### config.mk
export PLATFORM = sky130hd
export DESIGN_NAME = sensor_packetizer
export DESIGN_NICKNAME = d
export VERILOG_FILES = /design/src/rtl/sensor_packetizer.sv
export SDC_FILE = /design/constraint.sdc
export NUM_CORES = 1
export LEC_CHECK = 0
export CAP_MARGIN = 20
export CORE_ASPECT_RATIO = 0.6
export CORE_MARGIN = 5
export CORE_UTILIZATION = 40
export CTS_BUF_LIST = sky130_fd_sc_hd__clkbuf_16
export DETAILED_ROUTE_END_ITERATION = 6
export HOLD_SLACK_MARGIN = 0.1
export PLACE_DENSITY_LB_ADDON = 0.3
export SYNTH_ARGS = -nofsm -noshare
export SYNTH_HDL_FRONTEND = slang
export SYNTH_SLANG_ARGS = --single-unit
### constraint.sdc
create_clock -name clk -period 3.2 [get_ports clk]
set_input_delay 0.32 -clock clk [delete_from_list [all_inputs] [get_ports clk]]
set_output_delay 0.32 -clock clk [all_outputs]
set_load 0.01 [all_outputs]
### src/rtl/sensor_packetizer.sv
// sensor_packetizer: buffers sensor bytes in a FIFO and frames them as [NODE_ID][SEQ][samples][checksum] packets.
// Define PKT_CHECKSUM_EN to append an XOR checksum byte to every packet.
module sensor_packetizer #(
   parameter logic [7:0] NODE_ID         = 8'h01,
   parameter int         SAMPLES_PER_PKT = 4,
   parameter int         FIFO_DEPTH      = 8
) (
   input  logic                          clk,
   input  logic                          rst_n,
   input  logic                          enable,
   input  logic                          sample_valid,
   input  logic [7:0]                    sample_data,
   output logic [7:0]                    tx_data,
   output logic                          tx_valid,
   input  logic                          tx_ready,
   output logic                          tx_last,
   output logic                          overflow,
   output logic [7:0]                    drop_count,
   output logic [$clog2(FIFO_DEPTH):0]   fifo_count
);
   localparam int AW = $clog2(FIFO_DEPTH);
   localparam int CW = AW + 1;
   localparam int unsigned LAST_I = SAMPLES_PER_PKT - 1;
   localparam int unsigned PEN_I  = LAST_I - 1;
   localparam logic [AW:0] IDX_LAST = LAST_I[AW:0];
   localparam logic [AW:0] IDX_PEN  = PEN_I[AW:0];
   localparam logic [AW:0] SPP_C    = SAMPLES_PER_PKT[AW:0];
   localparam logic [AW:0] DEPTH_C  = FIFO_DEPTH[AW:0];
`ifdef PKT_CHECKSUM_EN
   localparam bit CSUM_EN = 1'b1;
   typedef enum logic [2:0] {IDLE, HDR, SEQ, PAYLOAD, CSUM} state_t;
   logic [7:0] r_csum;
`else
   localparam bit CSUM_EN = 1'b0;
   typedef enum logic [1:0] {IDLE, HDR, SEQ, PAYLOAD} state_t;
`endif
   state_t          r_state;
   logic [7:0]      r_mem [FIFO_DEPTH];
   logic [AW-1:0]   r_wptr;
   logic [AW-1:0]   r_rptr;
   logic [AW:0]     r_idx;
   logic [7:0]      r_seq;
   logic            w_xfer;
   logic            w_pop;
   logic            w_req;
   logic            w_push;
   logic            w_drop;
   logic [AW-1:0]   w_rptr_nxt;
   assign w_xfer     = tx_valid && tx_ready;
   assign w_pop      = (r_state == PAYLOAD) && w_xfer;
   assign w_req      = enable && sample_valid;
   assign w_push     = w_req && ((fifo_count != DEPTH_C) || w_pop);
   assign w_drop     = w_req && !w_push;
   assign w_rptr_nxt = r_rptr + AW'(1);
   // Sample storage; no reset needed since occupancy is tracked by the pointers.
   always_ff @(posedge clk)
      if (w_push) r_mem[r_wptr] <= sample_data;
   // FIFO pointers and occupancy; a push and pop together leave the count unchanged.
   always_ff @(posedge clk or negedge rst_n)
      if (!rst_n) begin
         r_wptr     <= '0;
         r_rptr     <= '0;
         fifo_count <= '0;
      end else begin
         if (w_push) r_wptr <= r_wptr + AW'(1);
         if (w_pop) r_rptr <= w_rptr_nxt;
         fifo_count <= fifo_count + CW'(w_push) - CW'(w_pop);
      end
   // Dropped-sample reporting: one-cycle pulse and a saturating counter.
   always_ff @(posedge clk or negedge rst_n)
      if (!rst_n) begin
         overflow   <= 1'b0;
         drop_count <= '0;
      end else begin
         overflow <= w_drop;
         if (w_drop && drop_count != 8'hFF) drop_count <= drop_count + 8'd1;
      end
`ifdef PKT_CHECKSUM_EN
   // Running XOR of every byte accepted by the transmitter; restarts each packet.
   always_ff @(posedge clk or negedge rst_n)
      if (!rst_n) r_csum <= '0;
      else if (r_state == IDLE) r_csum <= '0;
      else if (w_xfer) r_csum <= r_csum ^ tx_data;
`endif
   // Packet framer with registered stream outputs held stable until accepted.
   always_ff @(posedge clk or negedge rst_n)
      if (!rst_n) begin
         r_state  <= IDLE;
         tx_valid <= 1'b0;
         tx_last  <= 1'b0;
         tx_data  <= '0;
         r_seq    <= '0;
         r_idx    <= '0;
      end else begin
         case (r_state)
            IDLE: if (fifo_count >= SPP_C) begin
               r_state  <= HDR;
               tx_valid <= 1'b1;
               tx_last  <= 1'b0;
               tx_data  <= NODE_ID;
            end
            HDR: if (w_xfer) begin
               r_state <= SEQ;
               tx_data <= r_seq;
            end
            SEQ: if (w_xfer) begin
               r_state <= PAYLOAD;
               r_idx   <= '0;
               tx_data <= r_mem[r_rptr];
               tx_last <= !CSUM_EN && (IDX_LAST == '0);
            end
            PAYLOAD: if (w_xfer) begin
               if (r_idx == IDX_LAST) begin
`ifdef PKT_CHECKSUM_EN
                  r_state <= CSUM;
                  tx_data <= r_csum ^ tx_data;
                  tx_last <= 1'b1;
`else
                  r_state  <= IDLE;
                  tx_valid <= 1'b0;
                  tx_last  <= 1'b0;
                  tx_data  <= '0;
                  r_seq    <= r_seq + 8'd1;
`endif
               end else begin
                  r_idx   <= r_idx + CW'(1);
                  tx_data <= r_mem[w_rptr_nxt];
                  tx_last <= !CSUM_EN && (r_idx == IDX_PEN);
               end
            end
`ifdef PKT_CHECKSUM_EN
            CSUM: if (w_xfer) begin
               r_state  <= IDLE;
               tx_valid <= 1'b0;
               tx_last  <= 1'b0;
               tx_data  <= '0;
               r_seq    <= r_seq + 8'd1;
            end
`endif
            default: r_state <= IDLE;
         endcase
      end
endmodule

==> flow_metrics.tcl <==
set metrics [dict create \
    period_share_pct 79.7 \
    wire_per_inst_um 19.5 \
    powerDensity_nw_per_um2 545 \
    dieArea_um2 15400 \
    syn_area_per_cell_um2 14.8 \
    num_antenna_cells 0 \
    critPathKind "reg2reg" \
    synth_nets 381 \
    r2r_cells 10 \
    p_sw_share_pct 23.6 \
    clock_latency_ps 340 \
    route.final.wire_length_um 11200 \
    rrSetupSlack_ps 650 \
    required_ps 3430 \
    clockBufferDepth 2 \
    final_layout_size_suffix_gt1_share_pct 13.9 \
    rsz0062_at_grt "false" \
    synth_warnings 0 \
    numCtsBuffers 9 \
    antenna_found_initial 0 \
    netSwitchingPower_mw 0.788 \
    slew_headroom_pct 52.2 \
    power.share.combinational_pct 13.8 \
    critPathArrivalTime_ps 2780 \
    worstSetupStartpointType "flip-flop" \
    htree_levels 3 \
    synth.distinct_cells 43 \
    clk_pin_slew_ps 70 \
    async_flop_share_pct 40.2 \
    drt_iter0_markers 218 \
    endpoint_kind "flip-flop" \
    fillers 1101 \
    reg2reg_from "r_state[0]" \
    vdd_drop_max_mv 0.364 \
    cellLeakagePower_nw 2.29 \
    drv_cap 0 \
    synth_area_um2 5200 \
    finClkSkew_ps 7.21 \
    vias_per_cell 5.49 \
    drtPass1Iterations 5 \
    hold_violations 0 \
    grt_pass1_vias 3172 \
    finalNetCount 429 \
    grt_overflow 0 \
    dpl.hpwl_um 7930 \
    tightest_slew_ps 715 \
    cp_max_fo 7 \
    postCtsSetupBuffers 0 \
    final_cell_mix "edfxtp_1, dfrtp_1, clkdlybuf4s50_1" \
    holdWs_ps 329 \
    port_buffers 35 \
    status "finished, final reports clean" \
    synth_top_flop_cell "edfxtp_1" \
    grt_max_degree 44 \
    grt_pass1_wl_um 17600 \
    fin_crit_ps 2550 \
    hold_class "in2async" \
    antenna_left 0 \
    finalSetupTns_ps 0 \
    cts_tree "built" \
    die_y_um 98.3 \
    die_x_um 157 \
    coreArea_um2 12800 \
    row_count 32 \
    p_int_mw 2.55 \
    reg2reg_to "fifo_count[2]" \
    yosysSeqAreaShare_pct 57.7 \
    ctsResizeCount 0 \
    floorplan.initialDensity_pct 40.7 \
    track_usage_pct 15.1 \
    drc_errors 0 \
    fmax_ghz 0.392 \
    p_clk_share_pct 35.9 \
    finalSetupViolations 0 \
    final_max_slew_viol_count 0 \
    clk_root_buffer_cell "clkbuf_16" \
    io_pins 36 \
    synthCells 350 \
    vias 3145 \
    synth_seq_cells 107 \
    synth_edf_count 64 \
    cts_sinks 107 \
    seqPwrFrac_pct 50.3 \
    cts_hold_buffers 0 \
    layout_commonest_cell "edfxtp_1" \
    gp_congestion 0.769 \
    syn2layout_area_growth_pct 17.9 \
]
[Yosys cell counts, types with 6 or more instances]
library cell	n	share of area [%]
mux4_2	9	3.9
o21ai_1	7	0.67
ha_1	17	4.1
mux2_2	13	2.8
mux4_1	16	8.1
dfrtp_1	43	21
xor2_1	12	2.0
inv_1	13	0.94
nand2_1	19	1.4
nand2b_1	10	1.2
a32oi_1	14	2.4
a22oi_1	7	1.0
nor3_1	6	0.58
nand4_1	7	0.84
edfxtp_1	64	37
mux2i_1	16	3.1
xnor2_1	9	1.5
nor2_1	15	1.1
a21oi_1	6	0.58
[worst max path at each step]
stage | from | to | slack (ps) | cells after the start
2_1_floorplan | r_state[0] | fifo_count[2] | 820 | 9
5_1_grt | r_state[0] | fifo_count[2] | 450 | 10
3_5_place_dp | tx_ready | fifo_count[2] | 580 | 10
3_3_place_gp | tx_ready | fifo_count[2] | 600 | 10
6_report | r_state[0] | fifo_count[2] | 650 | 10
4_1_cts | r_state[0] | fifo_count[2] | 660 | 10
[cells by family (layout without fill, tap and decap cells)]
group / count (synthesis) / in the layout / share of synthesized area [%]
flip-flops: 107 / 107 / 57.7
buffers and inverters: 27 / 80 / 2.72
adder cells (fa/ha/maj): 18 / 18 / 4.48
AND/OR/NAND/NOR: 74 / 74 / 7.06
AO/OA/AOI/OAI: 49 / 49 / 6.62
XOR/XNOR: 21 / 21 / 3.54
multiplexers: 54 / 54 / 17.9
[through the flow]
| step | utilization (%) | instances | power [mW] | worst slack, ps | instance area [um^2] |
|---|---|---|---|---|---|
| CTS | 47.7 | 571 | 3.39 | 664 | 6090 |
| floorplan | - | 350 | 1.95 | 817 | 5200 |
| detailed placement | 45.2 | 555 | 2.17 | 580 | 5770 |
| finish | 48.0 | 573 | 3.34 | 650 | 6120 |
| global route | 48.0 | 573 | 3.51 | 452 | 6120 |
| global placement | 45.2 | 555 | 2.16 | 596 | 5770 |
[power by group through the flow]
stage                     sequential (mW)  combinational (mW)  clock, mW
after floorplan                      1.71               0.240          0
after global placement               1.70               0.457          0
after detailed placement             1.71               0.466          0
after CTS                            1.68               0.468       1.24
after global routing                 1.70               0.522       1.29
final                                1.68               0.461       1.20
[flip-flops by register name (all words and copies together), names as in the netlist]
name        flops
r_mem          64
tx_valid        1
drop_count      8
r_rptr          3
tx_last         1
tx_data         8
r_seq           8
r_idx           4
fifo_count      4
overflow        1
r_state         2
r_wptr          3
[cell type report]
cell class	instances	area, um^2	area share (%)
clock inverters	6	76.3	1.25
inverters	13	48.8	0.797
flip-flops and latches	107	3000	49.0
well taps	170	213	3.47
multi-input cells	216	2060	33.6
clock buffers	10	250	4.09
repair buffers	51	480	7.84
[metal layers]
| layer | global-route usage, % | routed length, um | up-vias |
|---|---|---|---|
| li1 | - | - | 1461 |
| met1 | 22.7 | 5370 | 1599 |
| met2 | 21.6 | 5030 | 78 |
| met3 | 3.68 | 656 | 7 |
| met4 | 4.30 | 106 | 0 |
| met5 | 0 | 0 | - |
[worst max-delay path, stage by stage, from the launching register on]
cell and delay [ps]:
dfrtp_1 400, ha_1 300, nand3_1 280, a21oi_1 210
buf_4 150, inv_1 40, ha_1 260, inv_1 40
ha_1 190, fa_1 390, xor2_1 170
Power figures use the tool's default switching activity.
